**config.mk**
```make
export PLATFORM = sky130hd
export DESIGN_NAME = vram_arbiter_flat
export DESIGN_NICKNAME = d
export VERILOG_FILES = /design/src/rtl/vram_arbiter_if.sv /design/src/rtl/vram_arbiter.sv /design/src/flat_wrapper.sv
export SDC_FILE = /design/constraint.sdc
export NUM_CORES = 1
export LEC_CHECK = 0
export BUFFER_PORTS_ARGS = -buffer_cell sky130_fd_sc_hd__buf_2
export CAP_MARGIN = 20
export CORE_UTILIZATION = 45
export DETAILED_ROUTE_END_ITERATION = 10
export PLACE_DENSITY = 0.85
export SLEW_MARGIN = 20
export SYNTH_ARGS = -nofsm -noshare
export SYNTH_HDL_FRONTEND = slang
export SYNTH_SLANG_ARGS = --single-unit
export TNS_END_PERCENT = 1
```
**constraint.sdc**
```tcl
create_clock -name clk -period 3.8 [get_ports clk]
set_input_delay 0.19 -clock clk [delete_from_list [all_inputs] [get_ports clk]]
set_output_delay 0.19 -clock clk [all_outputs]
set_load 0.05 [all_outputs]
```
**src/rtl/vram_arbiter_if.sv**
```systemverilog
// rtl/vram_arbiter_if.sv - requester and display RAM signal bundle for vram_arbiter
interface vram_arbiter_if #(
  parameter int ADDR_W = 12,
  parameter int DATA_W = 8
);
  logic              ren_req;
  logic [ADDR_W-1:0] ren_addr;
  logic              ren_valid;
  logic [DATA_W-1:0] ren_dat;
  logic              fill_start;
  logic [DATA_W-1:0] fill_char;
  logic              fill_busy;
  logic              cpu_req;
  logic              cpu_we;
  logic [ADDR_W-1:0] cpu_addr;
  logic [DATA_W-1:0] cpu_wdat;
  logic              cpu_ack;
  logic [DATA_W-1:0] cpu_rdat;
  logic              mem_en;
  logic              mem_we;
  logic [ADDR_W-1:0] mem_addr;
  logic [DATA_W-1:0] mem_wdat;
  logic [DATA_W-1:0] mem_rdat;

  // Requesters and the RAM model sit on this side.
  modport master (
    output ren_req, ren_addr, fill_start, fill_char,
    output cpu_req, cpu_we, cpu_addr, cpu_wdat, mem_rdat,
    input  ren_valid, ren_dat, fill_busy, cpu_ack, cpu_rdat,
    input  mem_en, mem_we, mem_addr, mem_wdat
  );

  // The arbiter sits on this side.
  modport slave (
    input  ren_req, ren_addr, fill_start, fill_char,
    input  cpu_req, cpu_we, cpu_addr, cpu_wdat, mem_rdat,
    output ren_valid, ren_dat, fill_busy, cpu_ack, cpu_rdat,
    output mem_en, mem_we, mem_addr, mem_wdat
  );
endinterface

```
**src/rtl/vram_arbiter.sv**
```systemverilog
// rtl/vram_arbiter.sv - display RAM arbiter: renderer > fill engine > CPU
module vram_arbiter #(
  parameter int ADDR_W = 12,
  parameter int DATA_W = 8,
  parameter int COLS   = 40,
  parameter int ROWS   = 30
) (
  input logic         clk,
  input logic         clr,
  vram_arbiter_if.slave bus
);

  localparam logic [ADDR_W-1:0] LAST_ADDR = ADDR_W'(COLS * ROWS - 1);

  typedef enum logic {FILL_IDLE, FILL_RUN} fill_state_t;
  typedef enum logic {CPU_IDLE, CPU_ACK} cpu_state_t;

  fill_state_t       fill_state_q, fill_state_d;
  logic [ADDR_W-1:0] ptr_q, ptr_d;
  logic [DATA_W-1:0] char_q, char_d;
  cpu_state_t        cpu_state_q, cpu_state_d;
  logic              cpu_we_q, cpu_we_d;
  logic              ren_valid_q, ren_valid_d;

  logic ren_gnt;
  logic fill_wr;
  logic cpu_gnt;

  // Grant decision; nothing reaches the RAM while clr is asserted.
  always_comb begin
    ren_gnt = !clr && bus.ren_req;
    fill_wr = !clr && (fill_state_q == FILL_RUN) && !bus.ren_req;
    // A fill_start sampled this cycle takes the slot from the CPU, and the
    // CPU cannot be regranted in its own ack cycle.
    cpu_gnt = !clr && bus.cpu_req && !bus.ren_req &&
              (fill_state_q == FILL_IDLE) && !bus.fill_start &&
              (cpu_state_q == CPU_IDLE);
  end

  // Fill engine next state: a renderer cycle holds ptr and defers the write.
  always_comb begin
    fill_state_d = fill_state_q;
    ptr_d        = ptr_q;
    char_d       = char_q;
    case (fill_state_q)
      FILL_IDLE: begin
        if (bus.fill_start) begin
          fill_state_d = FILL_RUN;
          ptr_d        = '0;
          char_d       = bus.fill_char;
        end
      end
      FILL_RUN: begin
        if (fill_wr) begin
          if (ptr_q == LAST_ADDR) begin
            fill_state_d = FILL_IDLE;
            ptr_d        = '0;
          end else begin
            ptr_d = ptr_q + 1'b1;
          end
        end
      end
      default: fill_state_d = FILL_IDLE;
    endcase
  end

  // CPU handshake next state: grant cycle, then exactly one ack cycle.
  always_comb begin
    cpu_state_d = cpu_state_q;
    cpu_we_d    = cpu_we_q;
    ren_valid_d = ren_gnt;
    case (cpu_state_q)
      CPU_IDLE: begin
        if (cpu_gnt) begin
          cpu_state_d = CPU_ACK;
          cpu_we_d    = bus.cpu_we;
        end
      end
      CPU_ACK:  cpu_state_d = CPU_IDLE;
      default:  cpu_state_d = CPU_IDLE;
    endcase
  end

  // State registers with synchronous reset; clr mid-fill simply abandons ptr.
  always_ff @(posedge clk) begin
    if (clr) begin
      fill_state_q <= FILL_IDLE;
      ptr_q        <= '0;
      char_q       <= '0;
      cpu_state_q  <= CPU_IDLE;
      cpu_we_q     <= 1'b0;
      ren_valid_q  <= 1'b0;
    end else begin
      fill_state_q <= fill_state_d;
      ptr_q        <= ptr_d;
      char_q       <= char_d;
      cpu_state_q  <= cpu_state_d;
      cpu_we_q     <= cpu_we_d;
      ren_valid_q  <= ren_valid_d;
    end
  end

  // RAM pin mux of the granted requester; all zero when nobody is granted.
  always_comb begin
    bus.mem_en   = 1'b0;
    bus.mem_we   = 1'b0;
    bus.mem_addr = '0;
    bus.mem_wdat = '0;
    if (ren_gnt) begin
      bus.mem_en   = 1'b1;
      bus.mem_addr = bus.ren_addr;
    end else if (fill_wr) begin
      bus.mem_en   = 1'b1;
      bus.mem_we   = 1'b1;
      bus.mem_addr = ptr_q;
      bus.mem_wdat = char_q;
    end else if (cpu_gnt) begin
      bus.mem_en   = 1'b1;
      bus.mem_we   = bus.cpu_we;
      bus.mem_addr = bus.cpu_addr;
      bus.mem_wdat = bus.cpu_wdat;
    end
  end

  // Read data passes straight from the RAM in the cycle after the access.
  always_comb begin
    bus.ren_valid = ren_valid_q;
    bus.ren_dat   = ren_valid_q ? bus.mem_rdat : '0;
    bus.fill_busy = (fill_state_q == FILL_RUN);
    bus.cpu_ack   = (cpu_state_q == CPU_ACK);
    bus.cpu_rdat  = ((cpu_state_q == CPU_ACK) && !cpu_we_q) ? bus.mem_rdat : '0;
  end

endmodule

```
**src/flat_wrapper.sv**
```systemverilog
// flat-port wrapper written by rule: the top's interface ports become plain ports
module vram_arbiter_flat 
#(
  parameter int ADDR_W = 12,
  parameter int DATA_W = 8,
  parameter int COLS   = 40,
  parameter int ROWS   = 30
)
  (clk, clr, bus_ren_req, bus_ren_addr, bus_fill_start, bus_fill_char, bus_cpu_req, bus_cpu_we, bus_cpu_addr, bus_cpu_wdat, bus_mem_rdat, bus_ren_valid, bus_ren_dat, bus_fill_busy, bus_cpu_ack, bus_cpu_rdat, bus_mem_en, bus_mem_we, bus_mem_addr, bus_mem_wdat);
  vram_arbiter_if #(.ADDR_W(ADDR_W), .DATA_W(DATA_W)) bus_i ();
  input logic clk;
  input logic clr;
  input wire logic [$bits(bus_i.ren_req)-1:0] bus_ren_req;
  input wire logic [$bits(bus_i.ren_addr)-1:0] bus_ren_addr;
  input wire logic [$bits(bus_i.fill_start)-1:0] bus_fill_start;
  input wire logic [$bits(bus_i.fill_char)-1:0] bus_fill_char;
  input wire logic [$bits(bus_i.cpu_req)-1:0] bus_cpu_req;
  input wire logic [$bits(bus_i.cpu_we)-1:0] bus_cpu_we;
  input wire logic [$bits(bus_i.cpu_addr)-1:0] bus_cpu_addr;
  input wire logic [$bits(bus_i.cpu_wdat)-1:0] bus_cpu_wdat;
  input wire logic [$bits(bus_i.mem_rdat)-1:0] bus_mem_rdat;
  output wire logic [$bits(bus_i.ren_valid)-1:0] bus_ren_valid;
  output wire logic [$bits(bus_i.ren_dat)-1:0] bus_ren_dat;
  output wire logic [$bits(bus_i.fill_busy)-1:0] bus_fill_busy;
  output wire logic [$bits(bus_i.cpu_ack)-1:0] bus_cpu_ack;
  output wire logic [$bits(bus_i.cpu_rdat)-1:0] bus_cpu_rdat;
  output wire logic [$bits(bus_i.mem_en)-1:0] bus_mem_en;
  output wire logic [$bits(bus_i.mem_we)-1:0] bus_mem_we;
  output wire logic [$bits(bus_i.mem_addr)-1:0] bus_mem_addr;
  output wire logic [$bits(bus_i.mem_wdat)-1:0] bus_mem_wdat;
  assign bus_i.ren_req = bus_ren_req;
  assign bus_i.ren_addr = bus_ren_addr;
  assign bus_i.fill_start = bus_fill_start;
  assign bus_i.fill_char = bus_fill_char;
  assign bus_i.cpu_req = bus_cpu_req;
  assign bus_i.cpu_we = bus_cpu_we;
  assign bus_i.cpu_addr = bus_cpu_addr;
  assign bus_i.cpu_wdat = bus_cpu_wdat;
  assign bus_i.mem_rdat = bus_mem_rdat;
  assign bus_ren_valid = bus_i.ren_valid;
  assign bus_ren_dat = bus_i.ren_dat;
  assign bus_fill_busy = bus_i.fill_busy;
  assign bus_cpu_ack = bus_i.cpu_ack;
  assign bus_cpu_rdat = bus_i.cpu_rdat;
  assign bus_mem_en = bus_i.mem_en;
  assign bus_mem_we = bus_i.mem_we;
  assign bus_mem_addr = bus_i.mem_addr;
  assign bus_mem_wdat = bus_i.mem_wdat;
  vram_arbiter #(.ADDR_W(ADDR_W), .DATA_W(DATA_W), .COLS(COLS), .ROWS(ROWS)) u_core (.clk(clk), .clr(clr), .bus(bus_i));
endmodule
```
Yosys cells after proc, flatten, opt, wreduce, memory -nomap -nowiden:

Index checks and enable logic that the tools add are counted.
Widths: inputs -> output; s select.

* output and inout port bits: 41
* flip-flop bits (word level): 24
* input port bits: 54

* add/sub/neg operators: 1
* reduce and logical (&&, ||, !) cells: 16
* muxes and demuxes: 23
* bitwise gates (word level): 2
* eq/ne operators: 3

Operators by type and width (number)
* $mux 12: 6
* $mux 8: 5
* $pmux 12 s2: 1
* $add 12x1->12 const B: 1
* $eq 12x11->1 const B: 1
* $logic_and 1x1->1: 9
* $mux 1: 9
* $reduce_and 2->1: 3
* $logic_not 1->1: 4
* $ne 2x2->1 const B: 2
* $pmux 1 s2: 2
* $not 1->1: 2

Longest topological paths before layout:

Gate-level depths: netlist of the first run.

* depth after elaboration: 9
* mapped depth: 6
* depth with buffers taken out: 5

Least setup slack after synthesis of the first run:

Ideal clock, no wire load.

* kind: register -> output
* start: reg u_core.fill_state_q, in the netlist u_core.bus.fill_busy
* end: out bus_mem_addr[2]
* arrival time: 1.907 ns
* buffers on the path: 2
* stages on the path, launching flop included: 6
* path slack: 1.703 ns
* cell sequence: dfxtp_1 > nor3b_2 > buf_2 > clkbuf_1 > a222oi_1 > inv_1

* word-level cells in the longest chain between the ends: 7
* elaborated cells on any way between the ends: 9

RTL lines
* start: declaration: line vram_arbiter.sv:18 `fill_state_t fill_state_q, fill_state_d;`
* start signal: assignment: line vram_arbiter.sv:94 `fill_state_q <= fill_state_d;`
* $not 1->1: line vram_arbiter.sv:36 `(fill_state_q == FILL_IDLE) && !bus.fill_start &&`
* $logic_and 1x1->1: line vram_arbiter.sv:35 `cpu_gnt = !clr && bus.cpu_req && !bus.ren_req &&`
* $logic_and 1x1->1 (2 in a row): line vram_arbiter.sv:36
* $mux 12: line vram_arbiter.sv:117 `end else if (cpu_gnt) begin`
* $mux 12 *: line vram_arbiter.sv:112 `end else if (fill_wr) begin`
* $mux 12 *: line vram_arbiter.sv:109 `if (ren_gnt) begin`
* end: declaration: line flat_wrapper.sv:29 `output wire logic [$bits(bus_i.mem_addr)-1:0] bus_mem_addr;`

Every way passes the cells marked *; elsewhere a longest branch is shown, timed or not.

Final worst setup path of the first run:

* start: reg u_core.fill_state_q, in the netlist u_core.bus.fill_busy
* end: out bus_mem_addr[7]

Same word-level chain as after synthesis.

==> impl_metrics.csv, run 1 <==
group,metric,value,unit
hold_path,whs_path_depth,3,
setup_path,timing.critical_path.to_type,"output pin",
global_routing,antenna_found_initial,0,
setup_path,reg2reg_from,"u_core.bus.fill_busy",
synthesis,netlist_top_cells_count,"dfxtp_1 (24), nand2_1 (19), and2_1 (16), inv_1 (13), nor2_1 (13)",
synthesis,yosys_register_bits,24,
setup_path,crit_fanout,20,
global_routing,grt_pass1_vias,1440,
sta,fmax,419,MHz
global_routing,grt_pass1_wl,6130,um
die,start_util,0.474,
setup_path,cp_cell_sequence,"nor3b_2, buf_4, a222oi_1, inv_1, buf_2",
clock_network,cts_resized,0,
clock_network,path_clk_slew,0.12,ns
synthesis,synth_cell_types,35,
setup_path,slowest_delay,0.58,ns
power,vdd_ir_drop_max,0.183,mV
clock_network,postCtsSetupBuffers,0,
sta,setup-violations-final,0,
status,status,"completed",
global_routing,grt_overflow_total,0,
die,row_count,20,
setup_path,cp-startpoint,"u_core.bus.fill_busy",
sta,finalHoldViolations,0,
placement,dp_hpwl,3100,um
setup_path,cpMaxStageDelayCell,"nor3b_2",
placement,place.gp.congestion,0.871,
setup_path,r2r_cells,5,
synthesis,syn_area,1450,um^2
routing,routedWlPerCell,13.0,um
sta,fin_ws,1.41,ns
clock_network,worst_skew_pair.late_latency,0.31,ns
die,die_w,58.7,um
setup_path,worstSetupStartpointType,"flip-flop",
cells_and_area,n_fill_cell,289,
sta,rsz0062_at_grt,"no",
routing,vias_per_cell,5.37,
hold_path,min_to,"u_core.char_q[6]",
synthesis,synth_top_cell_area_share,0.332,
setup_path,crit_type,"flip-flop to output pin",
cells_and_area,final_core_util,0.643,
sta,clock_skew,0.00853,ns
setup_path,cp_data_arrival_time,2.20,ns
setup_path,cp_data_required_time,3.61,ns
clock_network,cts_tree,"built",
synthesis,synthCells,174,
power,leakagePower,1.01,nW
routing,vias,1643,
setup_path,r2r-end,"u_core.ptr_q[10]",
clock_network,cts-root-buf,"clkbuf_4",
clock_network,h-tree-depth,1,
cells_and_area,num_antenna_cells,0,
sta,tightest_slew,0.866,ns
die,core_area,3050,um^2
cells_and_area,nets,319,
routing,wl,3970,um
clock_network,numCtsBuffers,3,
placement,place_area,1940,um^2
sta,tns,0,ns
setup_path,path_buf_inv,3,
die,io_pins,95,
synthesis,async_reset_ff_frac,0,
sta,min_period,2.39,ns
sta,maxSlewViolCount,0,
sta,hold-worst-slack,0.105,ns
routing,drc,0,
global_routing,grt_usage,0.228,
routing,first_iter_violations,100,
clock_network,cts_num_sinks,24,
synthesis,synth-edff-count,0,
hold_path,hold_path_startpoint,"bus_fill_char[6]",
cells_and_area,drive_gt1_frac,0.401,
die,dieArea,3450,um^2
die,die_h,58.7,um
synthesis,syn_area_per_cell,8.32,um^2
global_routing,grt_max_degree,25,
setup_path,ff2ff_setup_slack,1.56,ns
setup_path,critical_path.top_delay_family,"buffers and inverters",
synthesis,synth_area_leaders,"dfxtp_1 (33%), a222oi_1 (8.3%), and2_1 (6.9%)",
hold_path,hp-class,"input pin to flip-flop",
sta,fin_crit_sh,0.628,
routing,drtAntennaViolNets,0,
synthesis,synth_nets,229,
clock_network,cts_buffer_depth,2,
synthesis,synth_top_flop_cell,"dfxtp_1",
synthesis,synth.most_common_cell,"dfxtp_1",
cells_and_area,fin_area,1960,um^2
power,power-per-cell-area,265,nW/um^2
synthesis,yosys.area.top_type,"dfxtp_1",
synthesis,yosysWarnings,0,
clock_network,postCtsHoldBufs,0,
placement,port_buffers,94,
placement,pre_cts_ws,1.58,ns
cells_and_area,area_growth,35.6,%
synthesis,synth_seq_area_share,0.332,
routing,drtPass1Iterations,7,
run,max_cap_violations,0,
sta,slew_headroom,0.421,
-- worst register-to-register path, cell delays in order, from the launching register on --
cell	delay, ns
dfxtp_1	0.45
nor3b_2	0.58
buf_4	0.35
o21ai_1	0.16
or4_1	0.49
a21oi_1	0.15
-- power breakdown --
part	internal (W)	total, W	switching (W)
registers	0.000259	0.000267	0.00000727
logic	0.0000474	0.000148	0.000101
clock network	0.0000370	0.000105	0.0000683
-- metal layers --
layer  vias to the layer above  global-route usage  share of wire
met1                       768               0.250           0.40
li1                        809                   -              -
met4                         0              0.0510         0.0058
met5                         -                   0              0
met2                        64               0.433           0.54
met3                         2              0.0593          0.061
-- metrics by stage --
| step | cells | total power [W] |
|---|---|---|
| 2_1_floorplan | 174 | 0.000369 |
| 5_1_grt | 306 | 0.000544 |
| 3_3_place_gp | 303 | 0.000418 |
| 6_report | 306 | 0.000520 |
| 3_5_place_dp | 303 | 0.000420 |
| 4_1_cts | 306 | 0.000524 |
-- final cells by class --
type	instances	area [um^2]	area share
inverter	13	48.8	0.0249
sequential	24	480	0.245
timing repair buffer	96	485	0.247
clock buffer	3	22.5	0.0115
tap	44	55.1	0.0280
multi-input combinational	126	871	0.444
-- cell families (layout without fill, tap and decap cells) --
group | after synthesis | in the layout | synth area share
adder cells (fa/ha/maj) | 1 | 1 | 0.00864
XOR/XNOR | 10 | 10 | 0.0605
AND/OR/NAND/NOR | 71 | 71 | 0.264
buffers and inverters | 24 | 112 | 0.0665
flip-flops | 24 | 24 | 0.332
AO/OA/AOI/OAI | 44 | 44 | 0.269
-- worst max path at each step --
| stage | endpoint | slack, ns | depth (start not counted) |
|---|---|---|---|
| 2_1_floorplan | bus_mem_addr[2] | 1.70 | 5 |
| 3_3_place_gp | u_core.ptr_q[10] | 1.72 | 5 |
| 3_5_place_dp | u_core.ptr_q[7] | 1.58 | 4 |
| 4_1_cts | bus_mem_addr[7] | 1.42 | 5 |
| 5_1_grt | bus_mem_addr[4] | 1.25 | 5 |
| 6_report | bus_mem_addr[7] | 1.41 | 5 |
-- state kept, by name, summed over array words and instances, names as in the netlist --
signal and flops:
u_core.cpu_we_q 1, u_core.bus.cpu_ack 1, u_core.bus.fill_busy 1, u_core.char_q 8, u_core.ptr_q 12, u_core.bus.ren_valid 1
-- layout by cell type (no fill, tap or decap) --
| master | instances |
|---|---|
| clkbuf_4 | 3 |
| nor3b_2 | 1 |
| nor2_2 | 2 |
| and3_1 | 3 |
| nor4b_1 | 1 |
| nand2_1 | 19 |
| o21bai_1 | 1 |
| a32oi_1 | 1 |
| nand3_1 | 4 |
| a31oi_1 | 1 |
| a2111oi_4 | 2 |
| nor2_1 | 13 |
| o21ai_1 | 1 |
| and2_1 | 16 |
| a21oi_1 | 10 |
| inv_1 | 13 |
| o31ai_1 | 1 |
| nand4_1 | 2 |
| ha_1 | 1 |
| a22o_1 | 8 |
| nand2b_1 | 2 |
| buf_4 | 2 |
| nor4bb_1 | 1 |
| nor2b_1 | 3 |
| xor2_1 | 7 |
| xnor2_1 | 3 |
| buf_2 | 94 |
| or3b_4 | 1 |
| or4_1 | 1 |
| a211oi_1 | 2 |
| dfxtp_1 | 24 |
| a222oi_1 | 12 |
| or3_1 | 1 |
| o2111ai_1 | 5 |
| and4b_1 | 1 |
(Power assumes the default switching activity.)
==> run 2, diff against run 1 <==
- ABC_AREA: default -> 1
- CORE_UTILIZATION: 45 -> 44
- PLACE_DENSITY: 0.85 -> 0.81
- clock period: 3.8 -> 2.4 ns (I/O delays scaled with it)
==> run 2 against run 1 <==
  * Clock power grew to 2.9 times the previous value
  * Sequential power increased by 61%
  * Register-to-register slack got worse by 0.68 ns
  * Cell area up 8.3%
  * Synthesized cell count increased by 45%
  * Highest routed layer unchanged
  * Critical path depth did not move
  * Count of clock-buffer cells in the layout did not move
  * Critical endpoint is now bus_mem_wdat[7]
  * Utilization decreased by 2.1 points
==> impl_metrics.csv, run 2 <==
group,metric,value,unit
status,status,"completed",
global_routing,grt_pass1_vias,1651,
clock_network,path_clk_slew,0.14,ns
placement,port_buffers,94,
sta,fmax,516,MHz
global_routing,grt_usage,0.219,
cells_and_area,n_fill_cell,323,
sta,slew_headroom,0.730,
run,max_cap_violations,0,
cells_and_area,seqCellArea,480,um^2
routing,vias,1845,
setup_path,slowest_delay,0.41,ns
setup_path,critical_path.top_delay_family,"buffers and inverters",
sta,maxSlewViolCount,0,
synthesis,synthAdderAreaFrac,0.00774,
synthesis,synth_top_family_by_area,"simple AND/OR/NAND/NOR gates",
routing,vias_per_cell,4.77,
synthesis,synthCells,252,
power,pwr-share-seq,0.431,
clock_network,cts_num_sinks,24,
placement,pre_cts_ws,0.851,ns
sta,rsz0062_at_grt,"no",
die,dieArea,3920,um^2
die,die_h,62.6,um
synthesis,synth_nets,307,
die,io_pins,95,
power,pwr-share-clk,0.305,
synthesis,yosys_register_bits,24,
power,vdd_ir_drop_max,0.276,mV
synthesis,syn_area_per_cell,6.41,um^2
global_routing,grt_max_degree,23,
placement,dp_hpwl,3240,um
power,switching_power,0.000332,W
cells_and_area,largest_register_ffs,12,
sta,tightest_slew,0.404,ns
clock_network,h-tree-depth,1,
cells_and_area,area_growth,31.5,%
die,row_count,21,
routing,drtPass1Iterations,4,
synthesis,yosys.area_share.simple,0.396,
clock_network,cts_tree,"built",
synthesis,synth_top_flop_cell,"dfxtp_1",
cells_and_area,num_antenna_cells,0,
setup_path,worstSetupStartpointType,"flip-flop",
clock_network,cts_buffer_depth,2,
sta,tns,0,ns
setup_path,crit_fanout,22,
setup_path,path_buf_inv,2,
routing,drc,0,
power,swShare,0.333,
sta,setup-violations-final,0,
sta,min_period,1.94,ns
sta,fin_ws,0.461,ns
routing,wl,4200,um
global_routing,grt_overflow_total,0,
synthesis,syn_area,1620,um^2
synthesis,synth-xor-area-share,0.0271,
synthesis,async_reset_ff_frac,0,
cells_and_area,multi_input_comb_area,922,um^2
setup_path,cp_data_arrival_time,1.82,ns
routing,drtAntennaViolNets,0,
synthesis,yosysWarnings,0,
clock_network,postCtsSetupBuffers,0,
setup_path,cp_cell_sequence,"nor2_1, nand3_2, inv_2, a22o_1, buf_2",
synthesis,synth_cell_types,28,
synthesis,synth-edff-count,0,
cells_and_area,final_cell_mix,"buf_2 (94), nand2_1 (70), nor2_1 (35)",
routing,routedWlPerCell,10.8,um
die,start_util,0.473,
setup_path,timing.critical_path.to_type,"output pin",
synthesis,netlist_top_cells_count,"nand2_1 (70), nor2_1 (35), inv_1 (33), dfxtp_1 (24)",
setup_path,cp_data_required_time,2.28,ns
sta,fin_crit_sh,0.808,
global_routing,antenna_found_initial,0,
synthesis,synth-compound-area-share,0.139,
synthesis,synth_area_leaders,"dfxtp_1 (30%), nand2_1 (16%), nor2_1 (8.1%)",
synthesis,yosys.area.top_type,"dfxtp_1",
placement,place.gp.congestion,0.824,
routing,first_iter_violations,64,
cells_and_area,reg_top3,"u_core.ptr_q: 12 flops, u_core.char_q: 8 flops",
synthesis,synth_seq_area_share,0.297,
clock_network,numCtsBuffers,3,
setup_path,cpMaxStageDelayCell,"dfxtp_1",
clock_network,postCtsHoldBufs,0,
setup_path,crit_type,"flip-flop to output pin",
global_routing,grt_pass1_wl,7030,um
cells_and_area,nets,397,
synthesis,synth_top_cell_area_share,0.297,
clock_network,worst_skew_pair.late_latency,0.33,ns
cells_and_area,final_common_cell,"buf_2",
synthesis,synth.area.mux_share,0,
cells_and_area,regMostFlops,"u_core.ptr_q",
die,die_w,62.6,um
power,power-per-cell-area,468,nW/um^2
power,p_int,0.000663,W
power,leakagePower,1.17,nW
hold_path,hp-class,"input pin to flip-flop",
die,core_area,3420,um^2
synthesis,synth.most_common_cell,"nand2_1",
power,pwr-share-comb,0.264,
clock_network,cts_resized,0,
cells_and_area,drive_gt1_frac,0.364,
clock_network,cts-root-buf,"clkbuf_4",
sta,finalHoldViolations,0,
sta,clock_skew,0.00364,ns
-- run 2: final timing paths --
kind | from | end | slack, ns | cells after the start
setup / recovery | u_core.bus.fill_busy | bus_mem_wdat[7] | 0.46 | 5
setup reg to reg | u_core.ptr_q[1] | u_core.ptr_q[11] | 0.88 | 8
hold reg to reg | u_core.cpu_we_q | u_core.cpu_we_q | 0.48 | 2
hold / removal | clr | u_core.cpu_we_q | 0.01 | 2
-- run 2: worst reg2reg max path, delay by kind of cell (launching register included) --
| kind | cells | cell delay (ns) |
|---|---|---|
| fa+ha+maj | 1 | 0.22 |
| flops | 1 | 0.43 |
| simple gates | 7 | 0.77 |
-- run 2: through the flow --
step / total power, W / hold WS [ns] / util / cells / instance area (um^2)
final: 0.000995 / 0.0107 / 0.622 / 387 / 2130
after floorplan: 0.000625 / 0.189 / - / 252 / 1620
after CTS: 0.000998 / 0.00544 / 0.622 / 387 / 2130
after detailed placement: 0.000700 / 0.372 / 0.607 / 383 / 2070
after global routing: 0.00104 / 0.0122 / 0.622 / 387 / 2130
after global placement: 0.000697 / 0.370 / 0.607 / 383 / 2070
-- run 2: area by class of cell --
type / count / area share
multi-input combinational: 181 / 0.434
clock buffer: 3 / 0.0106
tap: 46 / 0.0271
clock inverter: 1 / 0.0141
timing repair buffer: 94 / 0.221
sequential: 24 / 0.226
inverter: 38 / 0.0671
-- run 2: logic make-up (layout without fill, tap and decap cells) --
group	Yosys count	count (layout)
AND/OR/NAND/NOR	142	142
adder cells (fa/ha/maj)	1	1
buffers and inverters	47	136
XOR/XNOR	5	5
flip-flops	24	24
AO/OA/AOI/OAI	33	33
-- run 2: metal layers --
layer  global-route usage  routed length (um)  vias up
met4               0.0872                  56        0
met5                    0                   0        -
met3               0.0456                 281        5
met2                0.365                1920       73
li1                     -                   -      968
met1                0.274                1940      799
-- run 2: power by group through the flow --
stage               Sequential [W]  Clock [W]  Combinational [W]
floorplan                 0.000443          0           0.000183
global route              0.000431   0.000323           0.000285
finish                    0.000429   0.000304           0.000263
detailed placement        0.000437          0           0.000262
CTS                       0.000428   0.000307           0.000263
global placement          0.000437          0           0.000260
